===== config.mk =====
export PLATFORM = sky130hd
export DESIGN_NAME = edge_interrupt_controller_flat
export DESIGN_NICKNAME = d
export VERILOG_FILES = /design/src/rtl/edge_interrupt_controller_if.sv /design/src/rtl/edge_interrupt_controller.sv /design/src/flat_wrapper.sv
export SDC_FILE = /design/constraint.sdc
export NUM_CORES = 1
export LEC_CHECK = 0
export ABC_AREA = 1
export BUFFER_PORTS_ARGS = -buffer_cell sky130_fd_sc_hd__buf_4
export CAP_MARGIN = 15
export CORE_MARGIN = 2
export CORE_UTILIZATION = 55
export CTS_CLUSTER_SIZE = 8
export DETAILED_ROUTE_END_ITERATION = 10
export PLACE_DENSITY_LB_ADDON = 0.3
export SLEW_MARGIN = 10
export SYNTH_ARGS = -nofsm -noshare
export SYNTH_HDL_FRONTEND = slang
export SYNTH_SLANG_ARGS = --single-unit
export TNS_END_PERCENT = 10

===== constraint.sdc =====
create_clock -name clock -period 2.9 [get_ports clock]
set_input_delay 0.58 -clock clock [delete_from_list [all_inputs] [get_ports clock]]
set_output_delay 0.58 -clock clock [all_outputs]
set_load 0.02 [all_outputs]

===== src/rtl/edge_interrupt_controller_if.sv =====
// Interrupt offer handshake between the edge interrupt controller and the CPU.
// The controller drives the master side; the CPU interrupt logic is the slave.
interface edge_interrupt_controller_if #(
    parameter int unsigned INDEX_WIDTH = 3
);
    logic                   irqValid;
    logic [INDEX_WIDTH-1:0] irqIndex;
    logic                   irqAck;

    modport master (
        output irqValid,
        output irqIndex,
        input  irqAck
    );

    modport slave (
        input  irqValid,
        input  irqIndex,
        output irqAck
    );
endinterface


===== src/rtl/edge_interrupt_controller.sv =====
// Per-line edge detectors with configurable trigger mode and sticky pending bits,
// followed by a fixed-priority (lowest index wins) arbiter offering one line at a time.
module edge_interrupt_controller #(
    parameter int unsigned LINES       = 8,
    parameter int unsigned INDEX_WIDTH = 3
) (
    input  logic                     clock,
    input  logic                     reset,
    input  logic [LINES-1:0]         lineIn,
    input  logic                     configWrite,
    input  logic [2*LINES-1:0]       configMode,
    output logic [LINES-1:0]         pendingOut,
    edge_interrupt_controller_if.master irq
);

    typedef enum logic [0:0] {StIdle, StOffer} state_e;

    state_e                 state_q, state_d;
    logic [LINES-1:0]       prev_q, prev_d;
    logic [2*LINES-1:0]     mode_q, mode_d;
    logic [LINES-1:0]       pending_q, pending_d;
    logic [INDEX_WIDTH-1:0] index_q, index_d;
    logic [LINES-1:0]       qualify;
    logic [INDEX_WIDTH-1:0] lowest;

    // Edges are judged against the mode currently held, not the one being written.
    always_comb begin
        qualify = '0;
        for (int i = 0; i < LINES; i++) begin
            qualify[i] = (lineIn[i] & ~prev_q[i] & mode_q[2*i])
                       | (~lineIn[i] & prev_q[i] & mode_q[2*i+1]);
        end
    end

    always_comb begin
        lowest = '0;
        for (int i = LINES - 1; i >= 0; i--) begin
            if (pending_q[i]) lowest = INDEX_WIDTH'(i);
        end
    end

    always_comb begin
        prev_d    = lineIn;
        mode_d    = configWrite ? configMode : mode_q;
        pending_d = pending_q;
        if (configWrite) begin
            for (int i = 0; i < LINES; i++) begin
                if (configMode[2*i +: 2] == 2'b00) pending_d[i] = 1'b0;
            end
        end
        if ((state_q == StOffer) && irq.irqAck) pending_d[index_q] = 1'b0;
        // A fresh qualifying edge outranks any clear in the same cycle.
        pending_d = pending_d | qualify;
    end

    always_comb begin
        state_d = state_q;
        index_d = index_q;
        case (state_q)
            StIdle: begin
                if (|pending_q) begin
                    index_d = lowest;
                    state_d = StOffer;
                end
            end
            StOffer: begin
                if (irq.irqAck) state_d = StIdle;
            end
            default: state_d = StIdle;
        endcase
    end

    always_ff @(posedge clock or negedge reset) begin
        if (!reset) begin
            state_q   <= StIdle;
            prev_q    <= '0;
            mode_q    <= '0;
            pending_q <= '0;
            index_q   <= '0;
        end else begin
            state_q   <= state_d;
            prev_q    <= prev_d;
            mode_q    <= mode_d;
            pending_q <= pending_d;
            index_q   <= index_d;
        end
    end

    assign irq.irqValid = (state_q == StOffer);
    assign irq.irqIndex = index_q;
    assign pendingOut   = pending_q;

endmodule


===== src/flat_wrapper.sv =====
// flat-port wrapper written by rule: the top's interface ports become plain ports
module edge_interrupt_controller_flat 
#(
    parameter int unsigned LINES       = 8,
    parameter int unsigned INDEX_WIDTH = 3
)
  (clock, reset, lineIn, configWrite, configMode, pendingOut, irq_irqValid, irq_irqIndex, irq_irqAck);
  edge_interrupt_controller_if #(.INDEX_WIDTH(INDEX_WIDTH)) irq_i ();
  input  logic clock;
  input  logic reset;
  input  logic [LINES-1:0] lineIn;
  input  logic configWrite;
  input  logic [2*LINES-1:0] configMode;
  output logic [LINES-1:0] pendingOut;
  output wire logic [$bits(irq_i.irqValid)-1:0] irq_irqValid;
  output wire logic [$bits(irq_i.irqIndex)-1:0] irq_irqIndex;
  input wire logic [$bits(irq_i.irqAck)-1:0] irq_irqAck;
  assign irq_irqValid = irq_i.irqValid;
  assign irq_irqIndex = irq_i.irqIndex;
  assign irq_i.irqAck = irq_irqAck;
  edge_interrupt_controller #(.LINES(LINES), .INDEX_WIDTH(INDEX_WIDTH)) u_core (.clock(clock), .reset(reset), .lineIn(lineIn), .configWrite(configWrite), .configMode(configMode), .pendingOut(pendingOut), .irq(irq_i));
endmodule

== Yosys cells after proc, flatten, opt, wreduce, memory -nomap -nowiden ==
Cells that the tools add are included.

* Word-level logic and storage cells: 102
* Bits in registers: 36
* Input port bits: 28

* Order comparisons: 2
* Bitwise logic cells: 60
* Muxes and demuxes: 23
* Reduce and logical (&&, ||, !) cells: 12

{| class="wikitable"
|+ Operators by type and width
! kind !! number
|-
| AND 1 bit || 32
|-
| 2-to-1 mux 3 bit || 8
|-
| NOT 1 bit || 17
|-
| zero test 2 bit || 8
|-
| 2-to-1 mux 8 bit || 2
|-
| 2-to-1 mux 1 bit || 11
|-
| AND 8 bit || 1
|-
| NOT 8 bit || 1
|-
| OR 1 bit || 8
|-
| OR 8 bit || 1
|-
| OR reduction 8 bit || 1
|-
| < comparator 3 x 4 -> 1 bit (second input constant) || 1
|-
| demux 1 bit (select 3 bit) || 1
|-
| greater-or-equal comparator 3 x 1 -> 1 bit (second input constant) || 1
|-
| logical AND 1 bit || 2
|-
| one-hot mux 1 bit (2 select lines) || 1
|-
| AND reduction 2 bit || 1
|}

== Longest topological paths before layout ==
* Depth after elaboration: 8
* Depth in mapped cells: 9
* Mapped depth without buffers: 9

== Least setup slack after synthesis ==
OpenSTA, ideal clock, no wires.

* Path kind: in2reg
* Start: in configWrite
* End: reg u_core.pending_q[4], in the netlist u_core.pendingOut[4]
* Buffers on the path: 2
* Arrival: 1,108 ps
* Stages on the path: 5
* Slack: 1,667 ps
* Path through: buf_4 > inv_4 > buf_6 > o31ai_2 > o21ai_1

* Word-level cells in the longest chain between the ends: 4

{| class="wikitable"
|+ RTL lines
! item !! line !! source
|-
| from (decl) || flat_wrapper.sv:12 || <nowiki>input logic configWrite;</nowiki>
|-
| 2-to-1 mux 8 bit * || edge_interrupt_controller.sv:46 || <nowiki>if (configWrite) begin</nowiki>
|-
| AND 8 bit (no source line) || n/a ||
|-
| 2-to-1 mux 8 bit * || edge_interrupt_controller.sv:51 || <nowiki>if ((state_q == StOffer) && irq.irqAck) pending_d[index_q] = 1'b0;</nowiki>
|-
| OR 8 bit * || edge_interrupt_controller.sv:53 || <nowiki>pending_d = pending_d | qualify;</nowiki>
|-
| via u_core.pending_d[4] || edge_interrupt_controller.sv:21 || <nowiki>logic [LINES-1:0] pending_q, pending_d;</nowiki>
|-
| to (signal assigned) || edge_interrupt_controller.sv:84 || <nowiki>pending_q <= pending_d;</nowiki>
|-
| to (decl) || edge_interrupt_controller.sv:21 ||
|}

The timed path passes the listed nets; every way through them passes the cells marked *.
A chain may end at the register's enable or synchronous reset.

== Final worst setup path ==
* Start: reg u_core.index_q[0], in the netlist u_core.irq.irqIndex[0]
* End: out irq_irqIndex[0]

{| class="wikitable"
|+ RTL lines
! item !! line !! source
|-
| from (decl) || edge_interrupt_controller.sv:22 || <nowiki>logic [INDEX_WIDTH-1:0] index_q, index_d;</nowiki>
|-
| from (signal assigned) || edge_interrupt_controller.sv:85 || <nowiki>index_q <= index_d;</nowiki>
|-
| to (decl) || flat_wrapper.sv:16 || <nowiki>output wire logic [$bits(irq_i.irqIndex)-1:0] irq_irqIndex;</nowiki>
|}

No word-level cell between the ends.

==> reports/summary.md <==
Counting the buffers created by CTS gives 5. The logs give 578 uV for the maximum vdd ir drop and 627 MHz for the maximum operating frequency. The core region is 0.00273 mm^2. The ratio of routed vias to standard cells works out to 5.22. The final layout contains routed wiring with a total length of 3190 um. At the worst endpoint, the required time is 2.32 ns. Buffers added to address setup during post-CTS repair amount to 0. Number of buffers inserted for hold repair after clock tree synthesis: 0. The tools report the flip-flop and latch area as 901 um^2. The final critical delay including setup and external delays is 1.60 ns, and the largest net degree at the start of global routing is 37. By startpoint and endpoint, the worst setup path is classified as reg -> out. The post-synthesis simple-gate area fraction came out at 19.3%.

Area share of xor/xnor cells in the synthesized design: 0%. The share of cells above drive strength 1 was 22.8%; the total net switching power was 0.000516 W. The library cell used most frequently in the layout, excluding fill and tap cells, is nand2_1. The repair_antennas step left the layout with diodes totalling 0. The total overflow reported by the global router was 0; the worst max-slew margin expressed relative to the limit was 70.3%. The clock arrives with 0.00594 ns of skew. The via count of the first global-routing pass came out at 1313. Setup repair after global routing left no endpoint under its margin.

Maximum clock path buffer count: 2. Summed over all failing endpoints, the final setup total negative slack is 0 ns. The share of synthesized cell area in full adder, half adder and majority cells is 0%.

After clock tree synthesis, the clock-pin slew on the worst setup and hold paths is 0.10 ns. The tools report the hold violation count in the final report as 0. The category of cells accounting for the largest share of critical-path delay was flip-flops. The largest individual stage delay along the critical path comes from the cell dfrtp_1. TritonCTS built the clock tree.

The tools report the max-slew violation count as 0. For the final routed DRC violation total, the log shows 0. The clock network is responsible for 19.5% of the overall power. The number of instances resized during post-cts repair was 0; the overall fraction of global-route tracks in use was 22.4%.

The multiplexer share of the synthesized area was 0%. For the count of antenna-violating nets left after detailed routing, the log shows 0. The worst hold slack after final layout was 0.178 ns; the count of final setup violators was 0. The clock reaches the later pin of the worst-skew pair after 0.33 ns. The tools report the nature of the critical path startpoint as a register.

By area, the combinational part of the netlist is dominated by simple AND/OR/NAND/NOR gates. The number of nets at the end of the flow is 251, and the placed wire-length estimate is 2410 um. The area fraction in compound gates after synthesis is 14.2%, and the share of power burned in combinational logic is 32.5%.

Leakage component of the power: 1.02 nW. The overall die area is 0.00330 mm^2. Switching part of the total: 36.6%.

Routability-driven placement finished with a final weighted congestion of 0.788. The tools report the root buffer selected by CTS as clkbuf_4. The cell area that synthesis handed to floorplanning was 0.00157 mm^2. The flow ran to the end, and the final reports show no timing, DRC or antenna violations. A synthesized cell averages 8.68 um^2. The total power divided by cell area came out at 730 mW/mm^2.

Endpoint kind of the worst setup timing path: an output port. At the pin with the least slew margin, the transition time is 0.446 ns. The number of buffers and inverters on the critical path was 1. The worst hold path belongs to the class in -> async. Of all nets on the critical path, the largest fanout is 7. The logs give 0.00141 W for the total power consumption of the routed design and 70.8% for the final core area utilization. The initial utilization of the core area, before any placement, comes to 57.4%.

The number of maximum-capacitance constraint violations is 0. The final critical path takes up 55.0% of the cycle. STA puts the critical path data arrival time at 1.02 ns. The top cell types in the final layout, fill and taps aside, are nand2_1 (48), buf_4 (39), dfrtp_1 (36). The run gives 40 as the count of boundary I/O pins. Walking the worst path, the cells encountered are buf_4. The global-route wire length before repair was 5640 um. The tools report the initial antenna violation count as 0. The H-tree generated during clock tree synthesis spans 2 levels. The Yosys step of the flow raised 0 warnings.

Of the total power, registers draw 48.1%. The synthesized design contains 36 register bits. The total of fill cells in the finished design was 230. The x dimension of the die was 57.4 um; the sink count of the clock tree was 36.

The average wire per standard cell is 12.5 um, and the biggest cell delay along the critical path is 0.49 ns. Yosys mapped the design onto 17 distinct sky130hd cell types. The floorplan has 19 rows. From bottom edge to top edge, the die measures 57.4 um. During placement, the flow inserted port buffers numbering 39.

The synthesized netlist cell count was 181; the number of vias after detailed routing was 1332. The logs give 526 um^2 for the area of the multi-input gates and 209 for the post-synth net total. The synthesis-to-finish area growth came out at 23.2%.

Cell internal power was estimated by the tool at 0.000895 W. Summing the sequential cell areas from Yosys gives 57.4% of the chip area. For this run, the detailed router's first-pass iteration total came to 5. For this block, the initial DRC count from the detailed router was 55.
## cell usage after synthesis (all sizes together)
master,number,area (um^2)
o31ai,7,67.6
o21ai,17,85.1
dfrtp,36,901
buf,4,28.8
nor2,14,52.6
inv,30,115
nand3,6,30.0
a31oi,8,50.1
nand2,48,180
o211ai,2,15.0
a21oi,1,5.00
nor3,8,40.0
## state kept, by name, indices dropped and copies added, names as in the netlist
signal	flops
u_core.pendingOut	8
u_core.irq.irqValid	1
u_core.irq.irqIndex	3
u_core.prev_q	8
u_core.mode_q	16
## metrics by stage
step	setup WS, ns	area (um^2)	std cells
6_report	1.30	1930	255
5_1_grt	1.25	1930	255
4_1_cts	1.30	1930	255
3_5_place_dp	1.47	1870	247
3_3_place_gp	1.50	1870	247
2_1_floorplan	1.67	1570	181
## cell type report
cell class	instances	area share [%]
sequential	36	46.6
multi-input combinational	111	27.2
timing repair buffer	39	15.1
inverter	30	5.95
clock buffer	6	2.65
tap	31	2.01
clock inverter	2	0.517
## worst paths after layout
path,cells after the start,slack (ns),end,start
min reg2reg,2,0.49,u_core.mode_q[2],u_core.mode_q[2]
min,1,0.18,u_core.prev_q[6],reset
min in group clock,1,0.36,u_core.prev_q[1],lineIn[1]
max reg2reg,6,1.78,u_core.irq.irqIndex[1],u_core.pendingOut[3]
max in group asynchronous,1,2.41,u_core.mode_q[14],reset
max,1,1.30,irq_irqIndex[0],u_core.irq.irqIndex[0]
## metal layers
layer	share of wire, %	track usage (%)	wire [um]	vias up
met2	48	35.6	1530	48
met5	0	0	0	-
li1	-	-	-	662
met4	1.6	8.97	52	0
met1	44	30.2	1390	615
met3	6.8	4.99	216	7
## logic make-up (layout without fill, tap and decap cells)
kind of cell,Yosys count,count (layout)
simple gates,76,76
flops,36,36
compound gates,35,35
buf+inv,34,77
## power groups by stage
stage | Combinational [W] | Clock, W | Sequential [W]
after floorplan | 0.000199 | 0 | 0.000746
after global placement | 0.000444 | 0 | 0.000687
after detailed placement | 0.000460 | 0 | 0.000688
after CTS | 0.000461 | 0.000283 | 0.000678
after global routing | 0.000514 | 0.000302 | 0.000691
final | 0.000458 | 0.000275 | 0.000679
(Power assumes the default switching activity.)
